**config.mk**
```make
export PLATFORM = sky130hd
export DESIGN_NAME = matrix_output_buffer
export DESIGN_NICKNAME = d
export VERILOG_FILES = /design/src/rtl/matrix_output_buffer.sv
export SDC_FILE = /design/constraint.sdc
export NUM_CORES = 1
export LEC_CHECK = 0
export CAP_MARGIN = 25
export CORE_MARGIN = 2
export CORE_UTILIZATION = 32
export CTS_CLUSTER_SIZE = 24
export DETAILED_ROUTE_END_ITERATION = 10
export HOLD_SLACK_MARGIN = 0.08
export MAX_ROUTING_LAYER = met4
export PLACE_DENSITY = 0.55
export SETUP_SLACK_MARGIN = 0.1
export SLEW_MARGIN = 25
export SYNTH_ARGS = -nofsm -noshare
export SYNTH_HDL_FRONTEND = slang
export SYNTH_SLANG_ARGS = --single-unit
```
**constraint.sdc**
```tcl
create_clock -name clk -period 17.35 [get_ports clk]
set_clock_uncertainty 0.15 [all_clocks]
set_input_delay 3.47 -clock clk [delete_from_list [all_inputs] [get_ports clk]]
set_output_delay 3.47 -clock clk [all_outputs]
set_load 0.005 [all_outputs]
```
**src/rtl/matrix_output_buffer.sv**
```systemverilog
// Collects the engine's output rows, then streams the full matrix
// row-major, one element per valid/ready transfer.
module matrix_output_buffer #(
  parameter int BATCH_SIZE          = 8,
  parameter int LOG_BATCH_SIZE      = 3,
  parameter int OUTPUT_FEATURES     = 8,
  parameter int LOG_OUTPUT_FEATURES = 3,
  parameter int OUTPUT_WIDTH        = 16
) (
  input  logic                                    clk,
  input  logic                                    rst,
  input  logic [OUTPUT_FEATURES*OUTPUT_WIDTH-1:0] outputData,
  input  logic [LOG_BATCH_SIZE-1:0]               outputAddr,
  input  logic                                    outputWrEn,
  input  logic                                    outReady,
  output logic                                    outValid,
  output logic [OUTPUT_WIDTH-1:0]                 outData,
  output logic [LOG_BATCH_SIZE-1:0]               outRow,
  output logic [LOG_OUTPUT_FEATURES-1:0]          outCol,
  output logic                                    outLast,
  output logic                                    done,
  output logic                                    writeErr
);

  localparam logic FILL  = 1'b0;
  localparam logic DRAIN = 1'b1;

  localparam logic [LOG_BATCH_SIZE-1:0] LAST_ROW =
    LOG_BATCH_SIZE'(BATCH_SIZE - 1);
  localparam logic [LOG_OUTPUT_FEATURES-1:0] LAST_COL =
    LOG_OUTPUT_FEATURES'(OUTPUT_FEATURES - 1);

  logic [OUTPUT_FEATURES*OUTPUT_WIDTH-1:0] mem [BATCH_SIZE];

  logic                           state;
  logic [BATCH_SIZE-1:0]          rowValid;
  logic [BATCH_SIZE-1:0]          nextValid;
  logic [LOG_BATCH_SIZE-1:0]      row;
  logic [LOG_OUTPUT_FEATURES-1:0] col;
  logic                           addrOk;
  logic                           draining;
  logic [OUTPUT_FEATURES*OUTPUT_WIDTH-1:0] rowWord;

  // Address range check only exists when M is not a power of two.
  generate
    if ((1 << LOG_BATCH_SIZE) == BATCH_SIZE) begin : gFullRange
      assign addrOk = 1'b1;
    end else begin : gPartRange
      assign addrOk = 32'(outputAddr) < BATCH_SIZE;
    end
  endgenerate

  assign draining  = state == DRAIN;
  assign nextValid = rowValid | (BATCH_SIZE'(1) << outputAddr);
  assign rowWord   = mem[row];

  always_ff @(posedge clk) begin
    if (!draining && outputWrEn && addrOk)
      mem[outputAddr] <= outputData;
  end

  always_comb begin
    outValid = draining;
    outData  = '0;
    outRow   = '0;
    outCol   = '0;
    outLast  = 1'b0;
    if (draining) begin
      outData = rowWord[col*OUTPUT_WIDTH +: OUTPUT_WIDTH];
      outRow  = row;
      outCol  = col;
      outLast = (row == LAST_ROW) && (col == LAST_COL);
    end
  end

  always_ff @(posedge clk or posedge rst) begin
    if (rst) begin
      state    <= FILL;
      rowValid <= '0;
      row      <= '0;
      col      <= '0;
      done     <= 1'b0;
      writeErr <= 1'b0;
    end else begin
      done <= 1'b0;
      case (state)
        FILL: begin
          if (outputWrEn) begin
            if (addrOk) begin
              rowValid <= nextValid;
              if (&nextValid) begin
                state <= DRAIN;
                row   <= '0;
                col   <= '0;
              end
            end else begin
              writeErr <= 1'b1;
            end
          end
        end
        DRAIN: begin
          // Storage is frozen while draining; late writes are flagged.
          if (outputWrEn)
            writeErr <= 1'b1;
          if (outReady) begin
            if (outLast) begin
              state    <= FILL;
              rowValid <= '0;
              row      <= '0;
              col      <= '0;
              done     <= 1'b1;
            end else if (col == LAST_COL) begin
              col <= '0;
              row <= row + LOG_BATCH_SIZE'(1);
            end else begin
              col <= col + LOG_OUTPUT_FEATURES'(1);
            end
          end
        end
        default: state <= FILL;
      endcase
    end
  end

endmodule

```
Yosys cells after proc, flatten, opt, wreduce, memory -nomap -nowiden
Memories as Yosys holds them, arrays and structs flattened.
Cells that the tools add are included.
{ "op_classes": {"reduce_logical": 8, "n_shift": 2, "add_sub_neg": 2, "bitwise": 2, "muxes": 30, "n_eq_ne": 8} }
{ "ops": {"columns": ["operator", "count"], "rows": [
  ["128-bit by 8-bit indexed part select with 16-bit output", 1],
  ["3-bit two-way mux", 10],
  ["8-bit two-way mux", 3],
  ["16-bit two-way mux", 1],
  ["8-bit one-hot mux with 2 select lines", 1],
  ["1-bit two-way mux", 12],
  ["3-bit one-hot mux with 2 select lines", 2],
  ["2-bit inequality test, second input constant", 5],
  ["8-bit OR", 1],
  ["8-bit AND reduction", 1],
  ["1-bit by 3-bit << shifter with 8-bit output, first input constant", 1],
  ["3-bit by 1-bit adder with 3-bit output, second input constant", 2],
  ["3-bit == test, second input constant", 2],
  ["3-bit AND reduction", 2],
  ["4-bit AND reduction", 1],
  ["3-bit by 2-bit inequality test with 1-bit output, second input constant", 1],
  ["1-bit logical AND", 2],
  ["1-bit one-hot mux with 2 select lines", 1],
  ["2-bit AND reduction", 1],
  ["1-bit zero test", 1],
  ["1-bit NOT", 1]
]} }
{ "totals": {"inputBits": 135, "ff_bits": 17, "mem_count": 1, "output_inout_bits": 26, "mem_bits_rw": 1024, "elab_cells": 59} }
{ "mem_list": {"columns": ["memory", "words", "width", "read_ports", "rd_ports_with_merged_regs", "write_ports", "line", "text"], "rows": [
  ["mem", 8, 128, 1, 0, 1, "33", "logic [OUTPUT_FEATURES*OUTPUT_WIDTH-1:0] mem [BATCH_SIZE];"]
]} }

Longest topological paths before layout
Gate-level depths: netlist of the first run.
{ "logic_depth": {"depth_word": 6, "ltp_mapped": 10, "ltp_nobuf": 7} }

Least setup slack after synthesis of the first run
OpenSTA, ideal clock, no wires.
{ "synth_path": {"path_kind": "input -> register", "startpoint": "input outputAddr[0]", "endpoint": "memory mem[0][0] in the netlist's numbering (enable)", "n_path_buf": 0, "t_arrival_ns": 12.576, "path_slack_ns": 3.848, "stages": 2, "required_ns": 16.424, "setup_ns": 0.776, "cell_sequence": "or3b_4 -> nor3_1"} }
{ "synth_lines": {"columns": ["element", "line", "text"], "rows": [
  ["start: declaration", "13", "input logic [LOG_BATCH_SIZE-1:0] outputAddr,"],
  ["end: declaration", "33", null]
]} }
No word-level cell before the write port.

Worst setup path after layout of the first run
{ "layout_path": {"startpoint": "register row[1]", "endpoint": "output outData[7]"} }
{ "layout_between": {"elab_chain_len": 3} }
{ "layout_lines": {"columns": ["element", "line", "text"], "rows": [
  ["start: declaration", "38", "logic [LOG_BATCH_SIZE-1:0] row;"],
  ["start signal: assignment", "114", "row <= row + LOG_BATCH_SIZE'(1);"],
  ["memory 8 x 128 bit", null, null],
  ["128-bit by 8-bit indexed part select with 16-bit output", "69", "outData = rowWord[col*OUTPUT_WIDTH +: OUTPUT_WIDTH];"],
  ["16-bit two-way mux", "68", "if (draining) begin"],
  ["end: declaration", "17", "output logic [OUTPUT_WIDTH-1:0] outData,"]
]} }
Every way passes these cells.

==> impl_metrics.py, run 1 <==
metrics = {
    "power_and_ir_drop": {
        "p_clk_share_pct": 31.0,
        "power.leakage_uw": 0.0145,
        "combinationalPowerShare_pct": 28.2,
        "p_total_uw": 7180,
        "seqPwrFrac_pct": 40.8,
        "swShare_pct": 30.2,
        "powerDensity_mw_per_mm2": 152,
        "p_switching_uw": 2170,
        "vdd_ir_drop_max_mv": 0.110,
        "p_int_uw": 5020,
    },
    "grt": {
        "track_usage_pct": 16.3,
        "grt_pass1_vias": 19700,
        "grt_pass1_wl_um": 146000,
        "overflow": 0,
        "globalRouteMet2Util_pct": 25.6,
        "grt_max_degree": 130,
        "met3_usage_pct": 4.65,
        "antenna_found_initial": 34,
        "use_met1_pct": 20.9,
        "top_usage_layer": "met2",
    },
    "yosys": {
        "synth_xor_area_share_pct": 0,
        "synth-seq-cells": 1041,
        "synth_warnings": 0,
        "yosys.area_share.adder_pct": 0.125,
        "synth.distinct_cells": 55,
        "synth_top_area_share_pct": 76.5,
        "syn_area_mm2": 0.0402,
        "synth.area.top_cells": "edfxtp_1, mux4_2, mux2i_1",
        "synth_top_family_by_area": "multiplexers",
        "synth_compound_area_share_pct": 2.62,
        "synth-seq-area-share_pct": 77.6,
        "synth_mux_area_share_pct": 16.4,
        "synth_edf_count": 1024,
        "postSynthCellCount": 1776,
        "syn_avg_cell_area_um2": 22.6,
        "synth_nets": 1915,
        "synthArstFlopShare_pct": 1.63,
        "synth_ff_type": "edfxtp_1",
        "synthSimpleGateAreaFrac_pct": 1.65,
        "yosysTopAreaCell": "edfxtp_1",
    },
    "layout": {
        "fill_cells": 11100,
        "multi_input_area_mm2": 0.00841,
        "post-route-util_pct": 37.7,
        "drive_above_1_share_pct": 22.7,
        "areaGrowthSynthToFinish_pct": 17.4,
        "ff_latch_area_mm2": 0.0312,
        "final_common_cell": "edfxtp_1",
        "layout_common_cells": "edfxtp_1, mux4_2, clkdlybuf4s50_1",
        "final_nets": 2132,
        "layoutNonFillerInstCount": 3761,
    },
    "clock_network": {
        "post_cts_buffers": 0,
        "cts_tree": "done",
        "cts.repair.resized": 0,
        "clk_latency_ps": 680,
        "path_clk_slew_ps": 60,
        "cts_buffers": 108,
        "clockRootBuffer": "clkbuf_16",
        "clockBufferDepth": 3,
        "clock_sinks": 1041,
        "htreeDepth": 3,
        "hold_buffers": 0,
    },
    "worst_setup_path": {
        "path_buf_inv": 3,
        "crit_path_cell_trace": "buf_4, buf_4, mux4_2, mux2i_1, a21oi_1, o211ai_1, nand2_1, clkdlybuf4s50_1",
        "critPathMaxFanout": 48,
        "crit_top_cell": "buf_4",
        "endpoint_kind": "output pin",
        "crit_path_top_delay_cell": "dfrtp_4",
        "arrival_ps": 5530,
        "path_class": "flip-flop to output pin",
        "critical_path.top_delay_family": "buffers and inverters",
        "cp.required_ps": 13730,
        "worstSetupStartpointType": "flip-flop",
        "critPathMaxStageDelay_ps": 1000,
    },
    "timing": {
        "timing.final.max_slew_violations": 0,
        "setup_tns_ps": 0,
        "timing.fmax_ghz": 0.109,
        "hold_viol_final": 0,
        "post-route-period-util_pct": 52.7,
        "tightest_slew_ps": 1110,
        "rsz0062_at_grt": "false",
        "worst_slack_ps": 8200,
        "slew_headroom_pct": 26.3,
        "finalSetupViolCount": 0,
        "period_minus_slack_ps": 9150,
    },
    "route": {
        "drt_iter0_drc": 1652,
        "drt-total-wl_um": 102000,
        "routed_via_density": 5.03,
        "firstDrtPassIters": 5,
        "ant_nets": 0,
        "routedWlPerCell_um": 27.0,
        "drc": 0,
        "num_vias": 18900,
    },
    "placed_design": {
        "io_buffers": 160,
        "hpwlAfterDp_um": 58500,
        "dp_slack_ps": 8820,
        "place_inst": 3532,
        "gp_congestion": 0.743,
    },
    "run_status": {
        "outcome": "complete, no violations",
    },
    "floorplanning": {
        "fp.dieW_um": 358,
        "io_pins": 161,
        "rows": 130,
        "initial_core_util_pct": 32.1,
        "dieArea_mm2": 0.128,
        "coreArea_mm2": 0.125,
        "fp.dieH_um": 358,
    },
    "hold_path": {
        "hold_path_class": "flip-flop to flip-flop",
    },
    "job": {
        "drv_cap": 0,
    },
}
==> layer usage <==
layer | wire [µm] | up-vias
met5 | 0 | -
met4 | 1530 | 0
met1 | 43200 | 10200
li1 | - | 8052
met3 | 7310 | 113
met2 | 49600 | 565
==> final timing paths <==
kind                               start         end  slack [ps]  cells past startpoint
worst min-delay path            writeErr    writeErr         310                      1
worst max-delay path              row[1]  outData[7]        8200                      8
worst max register to register  outValid  mem[0][30]       13070                      5
worst min register to register  writeErr    writeErr         310                      1
max in group asynchronous            rst      col[1]       13430                      2
min in group asynchronous            rst        done        3070                      2
==> layout make-up <==
class | count | area share [%]
multi-input cells | 633 | 17.8
clock inverters | 59 | 1.22
flip-flops and latches | 1041 | 66.1
well taps | 1650 | 4.38
diodes | 29 | 0.154
inverters | 7 | 0.0557
clock buffers | 140 | 5.98
repair buffers | 202 | 4.27
==> sequential cells by signal, summed over array words and instances (netlist names) <==
name,flops
outValid,1
mem,1024
writeErr,1
rowValid,8
col,3
row,3
done,1
==> power by group through the flow <==
stage	clock network (µW)	logic, µW	registers [µW]
after floorplan	0	1380	2910
after global placement	0	2060	2980
after detailed placement	0	2060	2990
after CTS	2280	2070	2940
after global routing	2380	2170	2940
final	2230	2020	2930
==> per-stage QoR <==
stage	hold WS, ps	instance area, µm²
CTS	307	47100
global route	323	47200
detailed placement	294	43700
global placement	294	43700
floorplan	301	40200
finish	305	47200
==> worst reg2reg max path, cell delays in order (launching register included) <==
cell and delay, ps:
dfrtp_1 620, or3b_4 550, nor3_2 120, buf_4 540, buf_4 940, buf_4 910
==> kinds of logic after synthesis <==
kind of cell / Yosys count
buf+inv: 102
compound gates: 153
fa+ha+maj: 4
simple gates: 142
flops: 1041
mux: 334
==> Yosys cell counts (14+ instances only) <==
master	n
o22ai_1	14
clkbuf_1	20
a21oi_1	33
dfrtp_1	17
o21ai_1	17
mux2i_1	68
buf_2	22
buf_4	32
edfxtp_1	1024
mux4_2	258
buf_6	17
nor2_1	45
a211oi_1	14
nand2_1	44
(Power assumes the default switching activity.)
==> run 2, diff against run 1 <==
--- a/config.mk
+++ b/config.mk
@@ -12,7 +12,7 @@
 export DETAILED_ROUTE_END_ITERATION = 10
 export HOLD_SLACK_MARGIN = 0.08
 export MAX_ROUTING_LAYER = met4
-export PLACE_DENSITY = 0.55
+export PLACE_DENSITY = 0.57
 export SETUP_SLACK_MARGIN = 0.1
 export SLEW_MARGIN = 25
 export SYNTH_ARGS = -nofsm -noshare
==> constraint.sdc (replaced) <==
create_clock -name clk -period 8.08 [get_ports clk]
set_clock_uncertainty 0.15 [all_clocks]
set_input_delay 1.616 -clock clk [delete_from_list [all_inputs] [get_ports clk]]
set_output_delay 1.616 -clock clk [all_outputs]
set_load 0.005 [all_outputs]
==> run 2 against run 1 <==
Against the previous run:
- critical path depth did not move
- power up 120%
- utilization increased by 0.26 points
- first-iteration DRC count grew 21%
- critical path type unchanged
- largest power group unchanged
==> impl_metrics.py, run 2 (synthesized netlist as in run 1, its figures left out) <==
metrics = {
    "run_status": {
        "outcome": "complete, no violations",
    },
    "worst_setup_path": {
        "worstSetupStartpointType": "flip-flop",
        "cp.required_ps": 6310,
        "path_class": "flip-flop to output pin",
        "endpoint_kind": "output pin",
        "critPathMaxFanout": 36,
        "arrival_ps": 4450,
    },
    "route": {
        "drt-total-wl_um": 99900,
        "drc": 0,
        "num_vias": 19000,
        "firstDrtPassIters": 7,
        "routed_via_density": 5.05,
        "drt_iter0_drc": 1998,
        "routedWlPerCell_um": 26.6,
        "ant_nets": 0,
    },
    "floorplanning": {
        "io_pins": 161,
        "rows": 130,
        "dieArea_mm2": 0.128,
        "initial_core_util_pct": 32.1,
        "fp.dieH_um": 358,
        "fp.dieW_um": 358,
        "coreArea_mm2": 0.125,
    },
    "layout": {
        "largest_reg_flops": 1024,
        "layout_common_cells": "edfxtp_1, mux4_2, clkdlybuf4s50_1",
        "top_register": "mem",
        "drive_above_1_share_pct": 23.6,
        "post-route-util_pct": 38.0,
        "final_nets": 2130,
        "areaGrowthSynthToFinish_pct": 18.2,
        "layoutNonFillerInstCount": 3758,
        "largestRegisters": "mem: 1024 flops, rowValid: 8 flops",
        "final_common_cell": "edfxtp_1",
    },
    "timing": {
        "tightest_slew_ps": 1070,
        "finalSetupViolCount": 0,
        "rsz0062_at_grt": "false",
        "hold_ws_ps": 314,
        "period_minus_slack_ps": 6210,
        "slew_headroom_pct": 28.7,
        "setup_tns_ps": 0,
        "post-route-period-util_pct": 76.9,
        "hold_viol_final": 0,
        "timing.final.max_slew_violations": 0,
        "timing.fmax_ghz": 0.161,
    },
    "grt": {
        "overflow": 0,
        "met3_usage_pct": 4.34,
        "globalRouteMet2Util_pct": 24.7,
        "top_usage_layer": "met2",
        "grt_pass1_vias": 19700,
        "track_usage_pct": 16.0,
        "use_met1_pct": 20.5,
        "grt_pass1_wl_um": 143000,
        "antenna_found_initial": 32,
        "grt_max_degree": 130,
    },
    "clock_network": {
        "clockRootBuffer": "clkbuf_16",
        "hold_buffers": 0,
        "htreeDepth": 3,
        "cts.repair.resized": 0,
        "cts_tree": "done",
        "clk_latency_ps": 690,
        "clock_sinks": 1041,
        "cts_buffers": 108,
        "clockBufferDepth": 3,
        "post_cts_buffers": 0,
        "path_clk_slew_ps": 70,
    },
    "placed_design": {
        "io_buffers": 160,
        "place_inst": 3531,
        "hpwlAfterDp_um": 58200,
        "gp_congestion": 0.734,
    },
    "job": {
        "drv_cap": 0,
    },
    "hold_path": {
        "hold_path_class": "flip-flop to flip-flop",
    },
    "power_and_ir_drop": {
        "p_total_uw": 15800,
        "powerDensity_mw_per_mm2": 333,
        "power.leakage_uw": 0.0147,
        "vdd_ir_drop_max_mv": 0.236,
    },
}
[run 2: changes by cell type in the layout (fill, tap and decap cells not counted), sizes merged]
cell      change
clkinv        -1
clkinvlp      +6
bufinv        +9
buf           -2
diode         -4
clkbuf       -11
[run 2: final timing paths]
kind	depth (start not counted)	startpoint	to	slack [ps]
max	8	row[1]	outData[3]	1870
min	1	writeErr	writeErr	310
max reg2reg	3	outValid	mem[4][104]	4830
min reg2reg	1	writeErr	writeErr	310
max in group asynchronous	2	rst	row[0]	6050
min in group asynchronous	2	rst	writeErr	1200
[run 2: worst max-delay path, stage by stage (launching register included)]
cell             delay, ps
dfrtp_4                950
buf_4                  490
mux4_2                 540
and2_1                 170
a211oi_1               200
a21oi_1                140
a31oi_1                440
nand2_1                250
clkdlybuf4s50_1        510
[run 2: layout make-up]
class                           count  area (µm²)
Sequential cell                  1041       31200
Timing Repair Buffer              200        2040
Multi-Input combinational cell    633        8420
Fill cell                       11200       77600
Clock inverter                     73         870
Tap cell                         1650        2060
Inverter                            7        26.3
Antenna cell                       25        62.6
Clock buffer                      129        2820
[run 2: metal layers]
layer  wire length, µm  up-vias
met3              7770      158
met1             41300    10200
met4              2470        0
met2             48300      597
met5                 0        -
li1                  -     8027
[run 2: per-stage QoR]
step / cell area [µm²] / setup WS [ps]
after CTS: 47400 / 1710
final: 47500 / 1870
after detailed placement: 43700 / 2480
after floorplan: 40200 / -101
after global routing: 47500 / 1600
after global placement: 43700 / 2200
[run 2: report_power, final]
part / internal [µW] / switching (µW) / leakage [µW]
combinational: 1950 / 2390 / 0.00349
clock: 3070 / 2070 / 0.00178
sequential: 6080 / 235 / 0.00942
total: 11100 / 4700 / 0.0147
==> run 3, diff against run 2 <==
--- a/config.mk
+++ b/config.mk
@@ -12,7 +12,7 @@
 export DETAILED_ROUTE_END_ITERATION = 10
 export HOLD_SLACK_MARGIN = 0.08
 export MAX_ROUTING_LAYER = met4
-export PLACE_DENSITY = 0.57
+export PLACE_DENSITY = 0.55
 export SETUP_SLACK_MARGIN = 0.1
 export SLEW_MARGIN = 25
 export SYNTH_ARGS = -nofsm -noshare
==> constraint.sdc (replaced) <==
create_clock -name clk -period 5.8 [get_ports clk]
set_clock_uncertainty 0.15 [all_clocks]
set_input_delay 1.16 -clock clk [delete_from_list [all_inputs] [get_ports clk]]
set_output_delay 1.16 -clock clk [all_outputs]
set_load 0.005 [all_outputs]
==> run 3 against run 2 <==
Against the previous run:
- worst setup slack got worse by 1500 ps
- cell count increased by 0.56%
- via count increased by 0.40%
- first-iteration DRC count decreased by 2.2%
- sequential share of layout area increased by 0.13 points
- largest cell class unchanged
==> impl_metrics.py, run 3 (synthesized netlist as in run 1, its figures left out) <==
metrics = {
    "run_status": {
        "outcome": "complete, no violations",
    },
    "placed_design": {
        "io_buffers": 160,
        "place_area_mm2": 0.0442,
        "place_inst": 3567,
        "gp_congestion": 0.761,
        "hpwlAfterDp_um": 61500,
    },
    "worst_setup_path": {
        "arrival_ps": 4160,
        "path_buf_inv": 2,
        "cp.required_ps": 4490,
        "crit_path_top_delay_cell": "dfrtp_4",
        "path_class": "flip-flop to output pin",
        "endpoint_kind": "output pin",
        "crit_path_cell_trace": "nand2b_1, buf_4, o21a_1, o2111ai_1, o21ai_1, clkdlybuf4s50_1",
        "critical_path.top_delay_family": "compound AO/OA/AOI/OAI gates",
        "worstSetupStartpointType": "flip-flop",
        "critPathMaxStageDelay_ps": 960,
        "critPathMaxFanout": 46,
    },
    "layout": {
        "final_common_cell": "edfxtp_1",
        "stdcell_area_mm2": 0.0474,
        "drive_above_1_share_pct": 23.9,
        "layoutNonFillerInstCount": 3779,
        "final_nets": 2163,
        "top_register": "mem",
        "layout_common_cells": "edfxtp_1, mux4_2, clkdlybuf4s50_1",
        "areaGrowthSynthToFinish_pct": 18.0,
        "largest_reg_flops": 1024,
        "largestRegisters": "mem: 1024 flops, rowValid: 8 flops",
    },
    "route": {
        "num_vias": 19000,
        "drc": 0,
        "firstDrtPassIters": 5,
        "drt_iter0_drc": 1955,
        "drt-total-wl_um": 102000,
        "routed_via_density": 5.04,
        "ant_nets": 0,
        "routedWlPerCell_um": 26.9,
    },
    "floorplanning": {
        "coreArea_mm2": 0.125,
        "dieArea_mm2": 0.128,
        "initial_core_util_pct": 32.1,
        "rows": 130,
        "fp.dieH_um": 358,
        "fp.dieW_um": 358,
        "io_pins": 161,
    },
    "power_and_ir_drop": {
        "power.leakage_uw": 0.0147,
        "vdd_ir_drop_max_mv": 0.282,
        "p_total_uw": 21400,
        "powerDensity_mw_per_mm2": 451,
    },
    "grt": {
        "grt_pass1_vias": 19800,
        "overflow": 0,
        "antenna_found_initial": 31,
        "grt_pass1_wl_um": 146000,
        "track_usage_pct": 16.4,
        "grt_max_degree": 97,
    },
    "timing": {
        "period_minus_slack_ps": 5470,
        "timing.fmax_ghz": 0.183,
        "post-route-period-util_pct": 94.3,
        "hold_viol_final": 0,
        "slew_headroom_pct": 33.1,
        "tightest_slew_ps": 1000,
        "finalSetupViolCount": 0,
        "timing.final.max_slew_violations": 0,
        "rsz0062_at_grt": "false",
    },
    "clock_network": {
        "clockBufferDepth": 3,
        "clock_sinks": 1041,
        "cts.repair.resized": 0,
        "post_cts_buffers": 0,
        "htreeDepth": 3,
        "cts_buffers": 105,
        "hold_buffers": 0,
        "cts_tree": "done",
        "clk_latency_ps": 680,
        "path_clk_slew_ps": 60,
        "clockRootBuffer": "clkbuf_16",
    },
    "job": {
        "drv_cap": 0,
    },
    "hold_path": {
        "hold_path_class": "flip-flop to flip-flop",
    },
}
==> run 3: layer usage <==
metal  up-vias  share of wire, %  track usage, %  routed length [µm]
met2       606                48            25.3               48800
met4         0               2.2            4.38                2240
met3       132               7.5            3.73                7610
met5         -                 0               -                   0
li1       8086                 -               -                   -
met1     10200                42            21.8               43000
==> run 3: layout make-up <==
cell class / instances / area [µm²]
antenna: 22 / 55.1
clock buffer: 133 / 2760
clock inverter: 57 / 374
fill: 11100 / 77700
inverter: 7 / 26.3
multi-input combinational: 633 / 8420
sequential: 1041 / 31200
tap: 1650 / 2060
timing repair buffer: 236 / 2510
==> run 3: power breakdown <==
group	switching, µW	leakage, µW	internal [µW]
clock	2760	0.00155	3490
sequential	316	0.00942	8470
combinational	3430	0.00372	2890
==> run 3: per-stage QoR <==
| step | TNS [ps] | setup WS, ps | hold WS, ps | utilization [%] |
|---|---|---|---|---|
| 6_report | 0 | 332 | 314 | 37.9 |
| 5_1_grt | 0 | 148 | 331 | 37.9 |
| 4_1_cts | 0 | 206 | 322 | 37.9 |
| 3_5_place_dp | 0 | 958 | 308 | 35.3 |
| 3_3_place_gp | 0 | 946 | 298 | 35.3 |
| 2_1_floorplan | -1610150 | -1930 | 301 | - |
==> run 3: final timing paths <==
kind                          start           to  slack [ps]  cells after the start
setup reg to reg           outValid   mem[7][33]        2800                      4
hold reg to reg            writeErr     writeErr         310                      1
max in group asynchronous       rst       row[0]        4170                      2
hold / removal             writeErr     writeErr         310                      1
min in group asynchronous       rst         done         770                      2
setup / recovery             row[2]  outData[12]         330                      6
